[src/rtl/chess_pkg.sv]
// Shared encodings for the chess game sequencer: team/piece one-hots, FSM states, widths.
package chess_pkg;

  localparam int unsigned SECS_W   = 13;
  localparam int unsigned COUNT_W  = 10;
  localparam int unsigned SECS_MAX = (2 ** SECS_W) - 1;

  localparam logic [2:0] TEAM_NA    = 3'b001;
  localparam logic [2:0] TEAM_WHITE = 3'b010;
  localparam logic [2:0] TEAM_BLACK = 3'b100;

  localparam logic [5:0] PIECE_PAWN   = 6'b000001;
  localparam logic [5:0] PIECE_KNIGHT = 6'b000010;
  localparam logic [5:0] PIECE_BISHOP = 6'b000100;
  localparam logic [5:0] PIECE_ROOK   = 6'b001000;
  localparam logic [5:0] PIECE_QUEEN  = 6'b010000;
  localparam logic [5:0] PIECE_KING   = 6'b100000;

  typedef enum logic [1:0] {
    StPick,
    StPlace,
    StIssue,
    StOver
  } state_e;

  function automatic logic [2:0] own_team(input logic turn);
    return turn ? TEAM_BLACK : TEAM_WHITE;
  endfunction

endpackage

[src/rtl/chess_clock.sv]
// Two-player countdown clock: prescaler, per-side seconds, flag-fall pulse.
// Optional per-move increment is enabled by defining CHESS_INC_EN.
module chess_clock
  import chess_pkg::*;
#(
  parameter int unsigned CLK_PER_SEC = 100000000,
  parameter int unsigned START_SECS  = 300,
  parameter int unsigned INC_SECS    = 2
) (
  input  logic              clk,
  input  logic              rst,
  input  logic              run_i,
  input  logic              turn_i,
  input  logic              clr_i,
  input  logic              inc_i,
  output logic [SECS_W-1:0] white_secs_o,
  output logic [SECS_W-1:0] black_secs_o,
  output logic              flag_o
);

  localparam int unsigned PW = $clog2(CLK_PER_SEC);
  localparam logic [PW-1:0] PRESC_LAST = PW'(CLK_PER_SEC - 1);

  logic [PW-1:0]     presc_q, presc_d;
  logic [SECS_W-1:0] white_q, white_d, black_q, black_d;
  logic [SECS_W-1:0] mover_secs, mover_next;
  logic              tick;

  always_comb begin
    presc_d = presc_q;
    tick    = 1'b0;
    if (clr_i) begin
      presc_d = '0;
    end else if (run_i) begin
      if (presc_q == PRESC_LAST) begin
        presc_d = '0;
        tick    = 1'b1;
      end else begin
        presc_d = presc_q + 1'b1;
      end
    end
  end

  assign mover_secs = turn_i ? black_q : white_q;
  // Pulses on the tick that brings the mover to zero (or finds it already there).
  assign flag_o     = tick && (mover_secs <= SECS_W'(1));

`ifdef CHESS_INC_EN
  logic [31:0] inc_sum;
  assign inc_sum = 32'(mover_secs) + INC_SECS;
`else
  logic unused_inc;
  assign unused_inc = inc_i ^ (^INC_SECS);
`endif

  always_comb begin
    white_d    = white_q;
    black_d    = black_q;
    mover_next = mover_secs;
    if (tick && (mover_secs != '0)) begin
      mover_next = mover_secs - 1'b1;
    end
`ifdef CHESS_INC_EN
    if (inc_i) begin
      mover_next = (inc_sum > SECS_MAX) ? SECS_W'(SECS_MAX) : inc_sum[SECS_W-1:0];
    end
`endif
    if (turn_i) begin
      black_d = mover_next;
    end else begin
      white_d = mover_next;
    end
  end

  always_ff @(posedge clk or posedge rst) begin
    if (rst) begin
      presc_q <= '0;
      white_q <= SECS_W'(START_SECS);
      black_q <= SECS_W'(START_SECS);
    end else begin
      presc_q <= presc_d;
      white_q <= white_d;
      black_q <= black_d;
    end
  end

  assign white_secs_o = white_q;
  assign black_secs_o = black_q;

endmodule

[src/rtl/chess_turn_ctrl.sv]
// Game sequencer: cursor, turn-enforced pick/place, move req/ack and chess clock.
// Define CHESS_INC_EN to add INC_SECS to the mover's clock on each completed move.
module chess_turn_ctrl
  import chess_pkg::*;
#(
  parameter int unsigned CLK_PER_SEC = 100000000,
  parameter int unsigned START_SECS  = 300,
  parameter int unsigned INC_SECS    = 2
) (
  input  logic               clk,
  input  logic               rst,
  input  logic               btn_up_i,
  input  logic               btn_down_i,
  input  logic               btn_left_i,
  input  logic               btn_right_i,
  input  logic               btn_sel_i,
  input  logic [2:0]         sq_team_i,
  input  logic               move_ack_i,
  output logic [2:0]         cursor_x_o,
  output logic [2:0]         cursor_y_o,
  output logic               picked_o,
  output logic [2:0]         src_x_o,
  output logic [2:0]         src_y_o,
  output logic [2:0]         dst_x_o,
  output logic [2:0]         dst_y_o,
  output logic               move_req_o,
  output logic               turn_o,
  output logic [SECS_W-1:0]  white_secs_o,
  output logic [SECS_W-1:0]  black_secs_o,
  output logic [COUNT_W-1:0] move_count_o,
  output logic               game_over_o,
  output logic               winner_o
);

  state_e             state_q, state_d;
  logic [2:0]         cx_q, cx_d, cy_q, cy_d;
  logic [2:0]         src_x_q, src_x_d, src_y_q, src_y_d;
  logic [2:0]         dst_x_q, dst_x_d, dst_y_q, dst_y_d;
  logic               picked_q, picked_d, req_q, req_d, turn_q, turn_d;
  logic [COUNT_W-1:0] count_q, count_d;
  logic               over_q, over_d, winner_q, winner_d, started_q, started_d;
  logic               run, clk_clr, clk_inc, flag;
  logic               own_sq, on_src;

  assign own_sq = (sq_team_i == own_team(turn_q));
  assign on_src = (cx_q == src_x_q) && (cy_q == src_y_q);
  // The first white move is untimed; the clock also stops while a move is in flight.
  assign run    = started_q && ((state_q == StPick) || (state_q == StPlace)) && !over_q;

  chess_clock #(
    .CLK_PER_SEC (CLK_PER_SEC),
    .START_SECS  (START_SECS),
    .INC_SECS    (INC_SECS)
  ) u_clock (
    .clk          (clk),
    .rst          (rst),
    .run_i        (run),
    .turn_i       (turn_q),
    .clr_i        (clk_clr),
    .inc_i        (clk_inc),
    .white_secs_o (white_secs_o),
    .black_secs_o (black_secs_o),
    .flag_o       (flag)
  );

  always_comb begin
    state_d   = state_q;
    cx_d      = cx_q;
    cy_d      = cy_q;
    src_x_d   = src_x_q;
    src_y_d   = src_y_q;
    dst_x_d   = dst_x_q;
    dst_y_d   = dst_y_q;
    picked_d  = picked_q;
    req_d     = req_q;
    turn_d    = turn_q;
    count_d   = count_q;
    over_d    = over_q;
    winner_d  = winner_q;
    started_d = started_q;
    clk_clr   = 1'b0;
    clk_inc   = 1'b0;

    unique case (state_q)
      StPick, StPlace: begin
        if (btn_right_i) begin
          cx_d = cx_q + 3'd1;
        end else if (btn_left_i) begin
          cx_d = cx_q - 3'd1;
        end else if (btn_up_i) begin
          cy_d = cy_q - 3'd1;
        end else if (btn_down_i) begin
          cy_d = cy_q + 3'd1;
        end else if (btn_sel_i) begin
          if (state_q == StPick) begin
            if (own_sq) begin
              src_x_d  = cx_q;
              src_y_d  = cy_q;
              picked_d = 1'b1;
              state_d  = StPlace;
            end
          end else if (on_src) begin
            picked_d = 1'b0;
            state_d  = StPick;
          end else if (own_sq) begin
            src_x_d = cx_q;
            src_y_d = cy_q;
          end else begin
            dst_x_d = cx_q;
            dst_y_d = cy_q;
            req_d   = 1'b1;
            state_d = StIssue;
          end
        end
      end
      StIssue: begin
        if (move_ack_i) begin
          req_d     = 1'b0;
          picked_d  = 1'b0;
          turn_d    = ~turn_q;
          count_d   = (count_q != {COUNT_W{1'b1}}) ? count_q + 1'b1 : count_q;
          started_d = 1'b1;
          clk_clr   = 1'b1;
          clk_inc   = 1'b1;
          state_d   = StPick;
        end
      end
      StOver: begin
      end
      default: begin
      end
    endcase

    if (flag) begin
      over_d   = 1'b1;
      winner_d = ~turn_q;
      picked_d = 1'b0;
      req_d    = 1'b0;
      state_d  = StOver;
    end
  end

  always_ff @(posedge clk or posedge rst) begin
    if (rst) begin
      state_q   <= StPick;
      cx_q      <= '0;
      cy_q      <= '0;
      src_x_q   <= '0;
      src_y_q   <= '0;
      dst_x_q   <= '0;
      dst_y_q   <= '0;
      picked_q  <= 1'b0;
      req_q     <= 1'b0;
      turn_q    <= 1'b0;
      count_q   <= '0;
      over_q    <= 1'b0;
      winner_q  <= 1'b0;
      started_q <= 1'b0;
    end else begin
      state_q   <= state_d;
      cx_q      <= cx_d;
      cy_q      <= cy_d;
      src_x_q   <= src_x_d;
      src_y_q   <= src_y_d;
      dst_x_q   <= dst_x_d;
      dst_y_q   <= dst_y_d;
      picked_q  <= picked_d;
      req_q     <= req_d;
      turn_q    <= turn_d;
      count_q   <= count_d;
      over_q    <= over_d;
      winner_q  <= winner_d;
      started_q <= started_d;
    end
  end

  assign cursor_x_o   = cx_q;
  assign cursor_y_o   = cy_q;
  assign picked_o     = picked_q;
  assign src_x_o      = src_x_q;
  assign src_y_o      = src_y_q;
  assign dst_x_o      = dst_x_q;
  assign dst_y_o      = dst_y_q;
  assign move_req_o   = req_q;
  assign turn_o       = turn_q;
  assign move_count_o = count_q;
  assign game_over_o  = over_q;
  assign winner_o     = winner_q;

endmodule

[config.mk]
export PLATFORM = sky130hd
export DESIGN_NAME = chess_turn_ctrl
export DESIGN_NICKNAME = d
export VERILOG_FILES = /design/src/rtl/chess_pkg.sv /design/src/rtl/chess_clock.sv /design/src/rtl/chess_turn_ctrl.sv
export SDC_FILE = /design/constraint.sdc
export NUM_CORES = 1
export LEC_CHECK = 0
export ABC_CLOCK_PERIOD_IN_PS = 3800
export BUFFER_PORTS_ARGS = -buffer_cell sky130_fd_sc_hd__clkbuf_2
export CORE_MARGIN = 10
export CORE_UTILIZATION = 59
export CTS_BUF_LIST = sky130_fd_sc_hd__clkbuf_4 sky130_fd_sc_hd__clkbuf_8
export DETAILED_ROUTE_END_ITERATION = 8
export PLACE_DENSITY_LB_ADDON = 0.05
export SLEW_MARGIN = 40
export SYNTH_ARGS = -nofsm -noshare
export SYNTH_HDL_FRONTEND = slang
export SYNTH_SLANG_ARGS = --single-unit
[constraint.sdc]
create_clock -name clk -period 3.8 [get_ports clk]
set_input_delay 0.57 -clock clk [delete_from_list [all_inputs] [get_ports clk]]
set_output_delay 0.57 -clock clk [all_outputs]
set_load 0.005 [all_outputs]
==> run summary <==
endpoint type of the worst setup path: register
Worst Setup EP: u_clock.black_secs_o[7]
global-route wire length before repair: 16.0 mm
Post-synth EDFFs: 0
DRT Wirelength: 9.44 mm
Fillers: 585
grt total ovfl: 0
final hold violations: 0
Post-DP HPWL: 7.09 mm
most frequent cells in the layout: dfrtp_1, clkbuf_2, nor2_1, nand2_1, xnor2_1
DR WL/cell: 15.6 microns
worst vdd rail ir drop: 0.203 mV
reg2reg start: turn_o
gpl congestion: 0.821
Root Driver: clkbuf_8
die height: 107 microns
Final Cycle Share: 0.692
# setup viols final: 0
Post-Syn Nets: 444
CP Data Required Time: 4030 ps
GRT busiest layer: met2
Critical Path AT: 2860 ps
largest family of logic cells by synthesized area: simple AND/OR/NAND/NOR gates
final slew viol count: 0
Post-CTS Setup Inserts: 0
RSZ-0062 raised after global routing: no
CTS Buf Count: 9
Area after DPL: 4960 sq um
final instance area: 5140 sq um
CTS tree: built
core area: 7330 sq um
asr flop ratio synth: 1.00
Top Ports: 70
sequential fraction of the synthesis area: 0.497
Via Count: 3,418
fraction of layout cells with a size suffix above 1: 0.257
met2 GRT Util: 0.277
LEAKAGE: 0.00248 uW
synthesized flop and latch total: 89
cell row count: 31
Layout area overhead: 14.2%
Post-Syn Area per Cell: 10.5 sq um
I/O Buffers: 69
Synth Area in Compound Gates: 0.0785
crit path kind: register to register
Clock Skews: 13.5 ps
Die Area: 11,500 sq um
Resized cells post-CTS: 0
number of DRC markers in iteration 0: 113
Die W: 107 microns
max cap viols: 0
Slew headroom: 0.490
H-tree depth: 3
reg2reg setup slack: 1170 ps
R2R depth: 7
Worst-path clk slew: 100 ps
# DRC: 0
ANT nets after route: 0
vias in the first global route: 3,307
critical path launch point: turn_o
commonest non-fill, non-tap cell in the layout: dfrtp_1
Final Critical Period: 2630 ps
met3 GRT Util: 0.0431
DRT Pass-1 Iters: 4
mapped cell area: 4500 sq um
number of diodes: 0
Cell variety after synth: 61
met1 Usage GRT: 0.211
PwrDens: 312 nW/um^2
initial core utilization: 0.613
CP max FO: 23
mux cell area share after synthesis: 0.0465
YS warnings: 0
Hold WC Path Type: input port to asynchronous set/reset pin
deepest clock path buffer count: 2
vias per cell: 5.65
clk sinks: 89
Post-Syn Instances: 427
R2R Path End: u_clock.black_secs_o[7]
CP startpoint kind: register
Simple-Gate Fraction of Synth Area: 0.226
largest net degree at the start of global routing: 54
Worst-Margin Slew: 765 ps
Setup TNS: 0 ps
Adder-Cell Fraction of Synth Area: 0.0200
GRT Total Usage: 0.170
hold buffer count at CTS: 0
Synth Area in XOR/XNOR: 0.111
nets: 518
Worst-Skew Late Latency: 360 ps
Max Freq: 0.380 GHz
Top FF cell, synth: dfrtp_1
initial antenna violation count: 0
status: finished, final reports clean
## power breakdown
part           total, uW  switching, uW  internal (uW)
clock                599            343            257
combinational       47.3           31.6           15.7
sequential           956           5.80            950
total               1600            380           1220
## layer usage
metal | up-vias | part of all wire | routed length (microns)
li1 | 1645 | - | -
met1 | 1668 | 0.44 | 4170
met2 | 93 | 0.48 | 4540
met3 | 12 | 0.062 | 584
met4 | 0 | 0.015 | 142
met5 | - | 0 | 0
## critical path, cell delays in order, from the launching register on
cell and delay [ps]:
dfrtp_1 840, mux2_2 450, inv_1 70, ha_1 310, and4_4 320, and3b_1 220, nor4b_4 140, xor2_1 150
## logic make-up (layout without fill, tap and decap cells)
| group | after synthesis | after routing |
|---|---|---|
| DFF | 89 | 89 |
| buffers and inverters | 23 | 102 |
| adders and majority gates | 6 | 6 |
| muxes | 19 | 19 |
| xor gates and xnor gates | 57 | 57 |
| AOI/OAI and AO/OA | 51 | 51 |
| and+or+nand+nor | 182 | 182 |
## cells in the mapped netlist (all sizes together), types with 4 or more instances
master / number / area, sq um
dfrtp: 81 / 2030
nor2: 48 / 180
nand2: 42 / 158
xnor2: 36 / 315
nand3: 23 / 115
xor2: 21 / 184
mux2: 15 / 169
a21oi: 14 / 70.1
inv: 13 / 48.8
and3: 11 / 68.8
nor3: 11 / 82.6
o21ai: 11 / 55.1
nand4: 10 / 68.8
dfstp: 8 / 210
buf: 6 / 28.8
nand2b: 5 / 31.3
and4: 4 / 37.5
clkbuf: 4 / 15.0
ha: 4 / 50.1
mux2i: 4 / 40.0
nor4b: 4 / 71.3
## metrics by stage
step / std cells / hold WS [ps] / util / total power, uW / worst slack (ps)
2_1_floorplan: 427 / 425 / - / 1000 / 936
3_3_place_gp: 589 / 442 / 0.676 / 1020 / 1290
3_5_place_dp: 589 / 449 / 0.676 / 1020 / 1230
4_1_cts: 605 / 221 / 0.701 / 1610 / 1190
5_1_grt: 605 / 240 / 0.701 / 1660 / 1030
6_report: 605 / 209 / 0.701 / 1600 / 1170
## state kept, by name (all words and copies together) (netlist names)
name / flops
cursor_x_o: 3
cursor_y_o: 3
dst_x_o: 3
dst_y_o: 3
game_over_o: 1
move_count_o: 10
move_req_o: 1
picked_o: 1
src_x_o: 3
src_y_o: 3
started_q: 1
state_q: 2
turn_o: 1
u_clock.black_secs_o: 13
u_clock.presc_q: 27
u_clock.white_secs_o: 13
winner_o: 1
## final cells by class
| class | instances | area [sq um] | area share |
|---|---|---|---|
| Sequential cell | 89 | 2240 | 0.435 |
| Multi-Input combinational cell | 315 | 2170 | 0.422 |
| Tap cell | 99 | 124 | 0.0241 |
| Inverter | 13 | 53.8 | 0.0105 |
| Clock buffer | 10 | 138 | 0.0268 |
| Timing Repair Buffer | 73 | 375 | 0.0731 |
| Clock inverter | 6 | 42.5 | 0.00828 |
## worst min path at each step
| stage | start | to | slack [ps] | cells after the start |
|---|---|---|---|---|
| floorplan | started_q | started_q | 430 | 1 |
| global placement | started_q | started_q | 440 | 1 |
| detailed placement | started_q | started_q | 450 | 1 |
| CTS | rst | dst_x_o[2] | 220 | 2 |
| global route | rst | u_clock.black_secs_o[6] | 240 | 2 |
| finish | rst | dst_x_o[1] | 210 | 2 |
Note: power is estimated with default switching activity, not from simulation.
